[src/rtl/seq_game_core.sv]
// Memory-game sequencer: shows a growing LFSR-generated LED sequence, then checks
// the player's button presses against a replay of that same sequence.
module seq_game_core #(
  parameter int N_CH          = 8,
  parameter int MAX_LEN       = 16,
  parameter int SHOW_TICKS    = 500000,
  parameter int GAP_TICKS     = 200000,
  parameter int TIMEOUT_TICKS = 5000000
) (
  input  logic            clk_2,
  input  logic            rst_n,
  input  logic            start,
  input  logic [15:0]     seed,
  input  logic [N_CH-1:0] btn,
  output logic [N_CH-1:0] led,
  output logic [7:0]      level,
  output logic [2:0]      phase,
  output logic            busy,
  output logic            win,
  output logic            lose
);

  localparam int CW   = $clog2(N_CH);
  localparam int MAXT = (SHOW_TICKS > GAP_TICKS)
                        ? ((SHOW_TICKS > TIMEOUT_TICKS) ? SHOW_TICKS : TIMEOUT_TICKS)
                        : ((GAP_TICKS > TIMEOUT_TICKS) ? GAP_TICKS : TIMEOUT_TICKS);
  localparam int TW   = $clog2(MAXT + 1);

  typedef enum logic [2:0] {
    IDLE     = 3'd0,
    SHOW_ON  = 3'd1,
    SHOW_OFF = 3'd2,
    WAIT_IN  = 3'd3,
    WIN      = 3'd4,
    LOSE     = 3'd5
  } state_t;

  state_t          state_q;
  logic [15:0]     seed_q;
  logic [15:0]     lfsr_q;
  logic [TW-1:0]   cnt_q;
  logic [7:0]      idx_q;
  logic [7:0]      level_q;
  logic [N_CH-1:0] led_q;
  logic [N_CH-1:0] btn_prev_q;
  logic            busy_q;
  logic            win_q;
  logic            lose_q;

  function automatic logic [15:0] lfsr_step(input logic [15:0] s);
    return (s >> 1) ^ (s[0] ? 16'hB400 : 16'h0000);
  endfunction

  function automatic logic [N_CH-1:0] item_oh(input logic [15:0] s);
    logic [N_CH-1:0] one;
    one = {{(N_CH-1){1'b0}}, 1'b1};
    return one << s[15 -: CW];
  endfunction

  logic [15:0]     seed_eff;
  logic [15:0]     start_lfsr;
  logic [15:0]     reload_lfsr;
  logic [15:0]     next_lfsr;
  logic [N_CH-1:0] rise;
  logic [N_CH-1:0] exp_oh;
  logic            idx_last;
  logic            idx_more;

  // The LFSR register always holds the already-stepped value, so its top bits are the current item.
  assign seed_eff    = (seed == 16'h0000) ? 16'hACE1 : seed;
  assign start_lfsr  = lfsr_step(seed_eff);
  assign reload_lfsr = lfsr_step(seed_q);
  assign next_lfsr   = lfsr_step(lfsr_q);
  assign rise        = btn & ~btn_prev_q;
  assign exp_oh      = item_oh(lfsr_q);
  assign idx_last    = ((int'(idx_q) + 1) == int'(level_q));
  assign idx_more    = ((int'(idx_q) + 1) <  int'(level_q));

  always_ff @(posedge clk_2) begin
    if (!rst_n) begin
      state_q    <= IDLE;
      seed_q     <= '0;
      lfsr_q     <= '0;
      cnt_q      <= '0;
      idx_q      <= '0;
      level_q    <= '0;
      led_q      <= '0;
      btn_prev_q <= '0;
      busy_q     <= 1'b0;
      win_q      <= 1'b0;
      lose_q     <= 1'b0;
    end else begin
      btn_prev_q <= btn;
      if (start) begin
        seed_q  <= seed_eff;
        lfsr_q  <= start_lfsr;
        level_q <= 8'd1;
        idx_q   <= '0;
        cnt_q   <= '0;
        state_q <= SHOW_ON;
        led_q   <= item_oh(start_lfsr);
        busy_q  <= 1'b1;
        win_q   <= 1'b0;
        lose_q  <= 1'b0;
      end else begin
        case (state_q)
          SHOW_ON: begin
            if (cnt_q == TW'(SHOW_TICKS - 1)) begin
              cnt_q   <= '0;
              state_q <= SHOW_OFF;
              led_q   <= '0;
            end else begin
              cnt_q <= cnt_q + 1'b1;
            end
          end
          SHOW_OFF: begin
            if (cnt_q == TW'(GAP_TICKS - 1)) begin
              cnt_q <= '0;
              if (idx_more) begin
                idx_q   <= idx_q + 8'd1;
                lfsr_q  <= next_lfsr;
                led_q   <= item_oh(next_lfsr);
                state_q <= SHOW_ON;
              end else begin
                idx_q   <= '0;
                lfsr_q  <= reload_lfsr;
                led_q   <= btn;
                state_q <= WAIT_IN;
              end
            end else begin
              cnt_q <= cnt_q + 1'b1;
            end
          end
          WAIT_IN: begin
            // A press outranks a timeout expiring on the same edge.
            if (rise != '0) begin
              if (rise == exp_oh) begin
                cnt_q <= '0;
                if (idx_last) begin
                  if (level_q == 8'(MAX_LEN)) begin
                    state_q <= WIN;
                    led_q   <= '1;
                    busy_q  <= 1'b0;
                    win_q   <= 1'b1;
                  end else begin
                    level_q <= level_q + 8'd1;
                    idx_q   <= '0;
                    lfsr_q  <= reload_lfsr;
                    led_q   <= item_oh(reload_lfsr);
                    state_q <= SHOW_ON;
                  end
                end else begin
                  idx_q  <= idx_q + 8'd1;
                  lfsr_q <= next_lfsr;
                  led_q  <= btn;
                end
              end else begin
                state_q <= LOSE;
                led_q   <= '0;
                busy_q  <= 1'b0;
                lose_q  <= 1'b1;
              end
            end else if (cnt_q == TW'(TIMEOUT_TICKS - 1)) begin
              state_q <= LOSE;
              led_q   <= '0;
              busy_q  <= 1'b0;
              lose_q  <= 1'b1;
            end else begin
              cnt_q <= cnt_q + 1'b1;
              led_q <= btn;
            end
          end
          default: ;
        endcase
      end
    end
  end

  assign led   = led_q;
  assign level = level_q;
  assign phase = state_q;
  assign busy  = busy_q;
  assign win   = win_q;
  assign lose  = lose_q;

endmodule

[config.mk]
export PLATFORM = sky130hd
export DESIGN_NAME = seq_game_core
export DESIGN_NICKNAME = d
export VERILOG_FILES = /design/src/rtl/seq_game_core.sv
export SDC_FILE = /design/constraint.sdc
export NUM_CORES = 1
export LEC_CHECK = 0
export CAP_MARGIN = 5
export CORE_MARGIN = 2
export CORE_UTILIZATION = 41
export CTS_CLUSTER_DIAMETER = 100
export DETAILED_ROUTE_END_ITERATION = 16
export PLACE_DENSITY = 0.68
export RECOVER_POWER = 100
export SYNTH_ARGS = -nofsm -noshare
export SYNTH_HDL_FRONTEND = slang
export SYNTH_SLANG_ARGS = --single-unit
export TNS_END_PERCENT = 10
[constraint.sdc]
create_clock -name clk_2 -period 3.66 [get_ports clk_2]
set_input_delay 0.732 -clock clk_2 [delete_from_list [all_inputs] [get_ports clk_2]]
set_output_delay 0.732 -clock clk_2 [all_outputs]
set_load 0.02 [all_outputs]
======== Word level (Yosys, flattened, before mapping) ========
Index checks and enable logic that the tools add are counted.
storage, ports and cells
  logic and storage cells ................. 143
  flip-flop bits (word level) ............. 93
  output and inout bits ................... 22
  input bits .............................. 27
cells by class
  reductions and logical operators ........ 24
  mux-type cells .......................... 61
  bitwise gates (word level) .............. 7
  order comparisons ....................... 1
  equality and inequality tests ........... 29
  $add $sub $neg .......................... 4
  shift operators ......................... 4
operators with widths
  cell                     number
  $mux W16                 11
  $mux W8                  15
  $mux W23                 5
  $pmux W23 S3             1
  $xor A15 B16 Y16         3
  $reduce_and A5 Y1        7
  $pmux W16 S2             1
  $shl A1 B3 Y8 const A    4
  $ne A3 B3 Y1 const B     8
  $pmux W8 S3              1
  $add A23 B1 Y23 const B  1
  $eq A23 B18 Y1 const B   1
  $eq A23 B19 Y1 const B   1
  $eq A23 B23 Y1 const B   1
  $mux W3                  7
  $mux W1                  17
  $add A8 B1 Y8 const B    2
  $logic_not A16 Y1        1
  $ne A4 B4 Y1 const B     4
  $pmux W8 S2              1
  $ne A2 B2 Y1 const B     6
  $reduce_bool A2 Y1       6
  $add A8 B1 Y9 const B    1
  $eq A9 B8 Y1             1
  other kinds (18)         24

======== Longest topological paths before layout ========
  depth in word-level cells ............... 9
  depth in mapped cells ................... 14
  mapped depth without buffers ............ 12

======== Least setup slack after synthesis ========
No wires, ideal clock.
  kind .................................... flip-flop to flip-flop
  from .................................... register idx_q[0]
  to ...................................... register lfsr_q[9]
  arrival ................................. 3,153 ps
  cell stages (with the launch flop) ...... 13
  data required time ...................... 3,524 ps
  library setup time ...................... 136 ps
  slack ................................... 372 ps
  path buffers ............................ 2
  path through ............................ dfxtp_1 ha_1 and4_1 nand2_1 xnor2_1 ha_1 a211o_1 o31ai_1 a31oi_1 buf_2 buf_2 a2111oi_0 a211oi_1
between the ends
  cells in the longest elaborated chain, start to end .. 7
  elaborated cells on any way between the ends .. 12
RTL lines
  item                                                  RTL line  RTL
  start, declared                                       42        logic [7:0] idx_q;
  start signal, assigned                                120       idx_q <= idx_q + 8'd1;
  start signal, assigned                                153       idx_q <= idx_q + 8'd1;
  $add A8 B1 Y9 (*)                                     76, 77
  branches (longest 6 deep; another with $lt A9 B8 Y1)  -
  end signal, assigned                                  96        lfsr_q <= start_lfsr;
  end signal, assigned                                  121       lfsr_q <= next_lfsr;
  end signal, assigned                                  148       lfsr_q <= reload_lfsr;
  end, declared                                         40        logic [15:0] lfsr_q;
Mark *: on every way between the ends. The select of a mux whose other input is x is not followed.
A chain may end at the register's enable or synchronous reset.

======== Worst setup path in the final report ========
  from .................................... register idx_q[0]
  to ...................................... register lfsr_q[2]
The elaborated chain is that of the path after synthesis.

==> metrics.txt <==
Detailed Place HPWL about 12 mm; Core ar. 13,300 um^2; Clock Latency Late Sink 0.35 ns; P&R area growth vs syn 18.1%; Root Driver clkbuf_16; Final Skew 0.00712 ns; P_sw 577 uW; area of the multi-input gates 3490 um^2; DP Area 6400 um^2; Crit. End Element flop; max-cap violations 1; CP required 3.88 ns; total power draw roughly 2300 uW; Max Root-Sink Buffers 2; final slew viol count 56; pwr/cell area between 300 and 400 nW/um^2; clock share of power between 40% and 50%; Ys Warns 0; Cell Rows 42; Ant. Diodes 0; IO buf count 48; hold buffer count at CTS 0; # setup viols final 0; share of the synthesized area in the top cell type roughly a third; Worst-Margin Slew around 2.1 ns; worst-path fanout max 10; drt total wl roughly 16 mm; unrepaired setup endpoints after global routing false; nets between 700 and 800; Chip Height approximately 120 um; post-route setup TNS 0 ns; Clock Pin Slew Worst Setup and Hold Paths 0.06 ns; P_int 1690 uW; post-synthesis async set-or-reset flop share 0%; fill count 1,315; total CTS buffers 9; global-route wire length before repair 27.0 mm; post-synth cell types 64; Most used DFF post-synth dfxtp_1; fin crit share 94.7%; Final Hold Fails 0; Placer Congestion between 0.9 and 1; initial DRC count ~450; post-layout instance area ~6600 um^2; post-CTS setup buffers 0; GR Overflow Total 0; number of top-level pins 49; leakage 0.00243 uW; sequential area share after synthesis approximately a third; chip width 121 um; switching share of power 25.4%; cell taking the most area after synthesis dfxtp_1; DP Worst Slack 0.164 ns; setup ws final 0.194 ns; combinational share of power a little under an eighth; layout cells sized above 1 6.58%; DR pass1 iterations 5; sequential fraction of design power ~48%; EDFF count, synth 0; Period minus WS final approximately 3.5 ns; remaining antenna violation count 0; Initial Utilization a little over two fifths; post-DR wirelength/cell 17.5 um; total nets after synthesis around 750; flops & latches, synth 93; CTS tree built; Mapped Cells 713; Crit Path Category reg2reg; FF+latch area about 1900 um^2; post-CTS sizing 0; vias in the first global route around 5,400; initial antenna violation count 0; arrival time at the worst endpoint 3.69 ns; CTS H-tree lvls 3; CTS sink count 93; largest net degree at the start of global routing 56; Max Fclk 288 MHz; vias per inst roughly 6.1; maximum VDD drop 222 uV; # DRC 0; top post-synthesis cells by area dfxtp_1, nor2_1, mux2i_1, xnor2_1, o21ai_0; slew margin rel. -43.3%; total global-route track usage around 23%; CP startpoint kind flop; Mapped Area between 5000 and 6000 um^2; violated checks capacitance limit, slew limit; status complete, but fails checks; die area approximately 15,000 um^2; Hold Path Class reg2reg; mean post-synth cell area between 7 and 8 um^2; Via Count between 5,000 and 6,000; Core Util, Final roughly half
## layer usage
layer | vias up | global-route usage [%] | part of all wire [%]
met5 | - | 0 | 0
met4 | 0 | 7.83 | 1.6
met3 | 22 | 3.95 | 5.6
met2 | 205 | 36.8 | 46
met1 | 2716 | 31.4 | 46
li1 | 2733 | - | -
## registers in the layout (all words and copies together) (netlist names)
| signal | flops |
|---|---|
| btn_prev_q | 8 |
| busy | 1 |
| cnt_q | 23 |
| idx_q | 8 |
| led | 8 |
| level | 8 |
| lfsr_q | 16 |
| lose | 1 |
| phase | 3 |
| seed_q | 16 |
| win | 1 |
## cell usage after synthesis (3+ instances only)
cell type	count
a21oi_1	36
mux2_2	3
a211oi_1	6
a21o_1	8
dfxtp_1	93
nand2b_1	13
o311ai_0	7
ha_1	12
buf_2	9
nor4_1	17
nor2b_1	23
nand4b_1	5
inv_1	21
o21ai_0	38
and2_1	10
o41ai_1	3
nor3_1	20
o211ai_1	14
clkbuf_1	34
and3_1	7
nand3_1	33
nand4_1	27
a221o_1	3
o21a_1	4
xor2_1	12
o221a_2	4
xnor2_1	22
a31oi_1	15
or3_1	8
mux2i_1	20
or4_1	6
nor2_1	69
buf_1	4
nand2_1	50
a211o_1	3
a311oi_1	3
o31ai_1	9
nor3b_1	4
o311a_1	4
## critical path: stages, from the launching register on
cell and delay [ns]:
dfxtp_1 0.42, ha_1 0.27, and4_1 0.32, nand2_1 0.14
xnor2_1 0.15, ha_1 0.34, nand4_1 0.10, a211oi_1 0.36
buf_4 0.22, nand2_1 0.08, nand3_1 0.14, o21a_1 0.28
buf_4 0.21, nand4_1 0.10, o311ai_0 0.20
## layout by cell type (no fill, tap or decap), types with 9 or more instances in the layout
master / netlist / layout
inv_1: 21 / 21
xnor2_1: 22 / 22
o21ai_0: 38 / 38
mux2i_1: 20 / 20
a21oi_1: 36 / 36
nor3_1: 20 / 20
ha_1: 12 / 12
o211ai_1: 14 / 14
o31ai_1: 9 / 9
clkbuf_1: 34 / 9
nor2b_1: 23 / 23
clkbuf_16: 0 / 9
dlygate4sd3_1: 0 / 23
nand4_1: 27 / 27
nor2_1: 69 / 69
clkdlybuf4s50_1: 0 / 23
nand3_1: 33 / 34
nor4_1: 17 / 17
nand2b_1: 13 / 13
buf_4: 0 / 20
a31oi_1: 15 / 14
dfxtp_1: 93 / 93
xor2_1: 12 / 12
nand2_1: 50 / 50
## cell type report
cell class                 count  share of cell area, %
multi-input combinational    552                   52.5
sequential                    93                   28.0
timing repair buffer          78                   10.7
clock buffer                  13                   3.61
tap                          176                   3.31
inverter                      21                   1.19
clock inverter                 3                  0.696
## cells by family after synthesis
logic type	count (synthesis)	share of synthesized area, %
simple gates	303	28.2
compound gates	180	21.9
xor+xnor	34	5.29
flops	93	33.1
buf+inv	68	4.73
fa+ha+maj	12	2.67
mux	23	4.16
## metrics by stage
step	cells	hold WS (ns)
final	936	0.487
after global routing	936	0.514
after CTS	936	0.487
after detailed placement	920	0.478
after global placement	920	0.463
after floorplan	713	0.437
## final timing paths
check	slack (ns)	end	start	cells after the start
setup / recovery	0.19	lfsr_q[2]$_SDFFE_PN0P_	idx_q[0]$_SDFFE_PP0P_	14
hold / removal	0.49	cnt_q[1]$_SDFFE_PP0P_	cnt_q[1]$_SDFFE_PP0P_	2
hold reg to reg	0.49	cnt_q[1]$_SDFFE_PP0P_	cnt_q[1]$_SDFFE_PP0P_	2
setup reg to reg	0.19	lfsr_q[2]$_SDFFE_PN0P_	idx_q[0]$_SDFFE_PP0P_	14
## power groups by stage
stage / clock network (uW) / logic [uW] / registers (uW)
floorplan: 0 / 165 / 1090
CTS: 952 / 260 / 1080
finish: 931 / 256 / 1080
detailed placement: 0 / 259 / 1110
global route: 994 / 280 / 1090
global placement: 0 / 254 / 1100
Power figures use the tool's default switching activity.
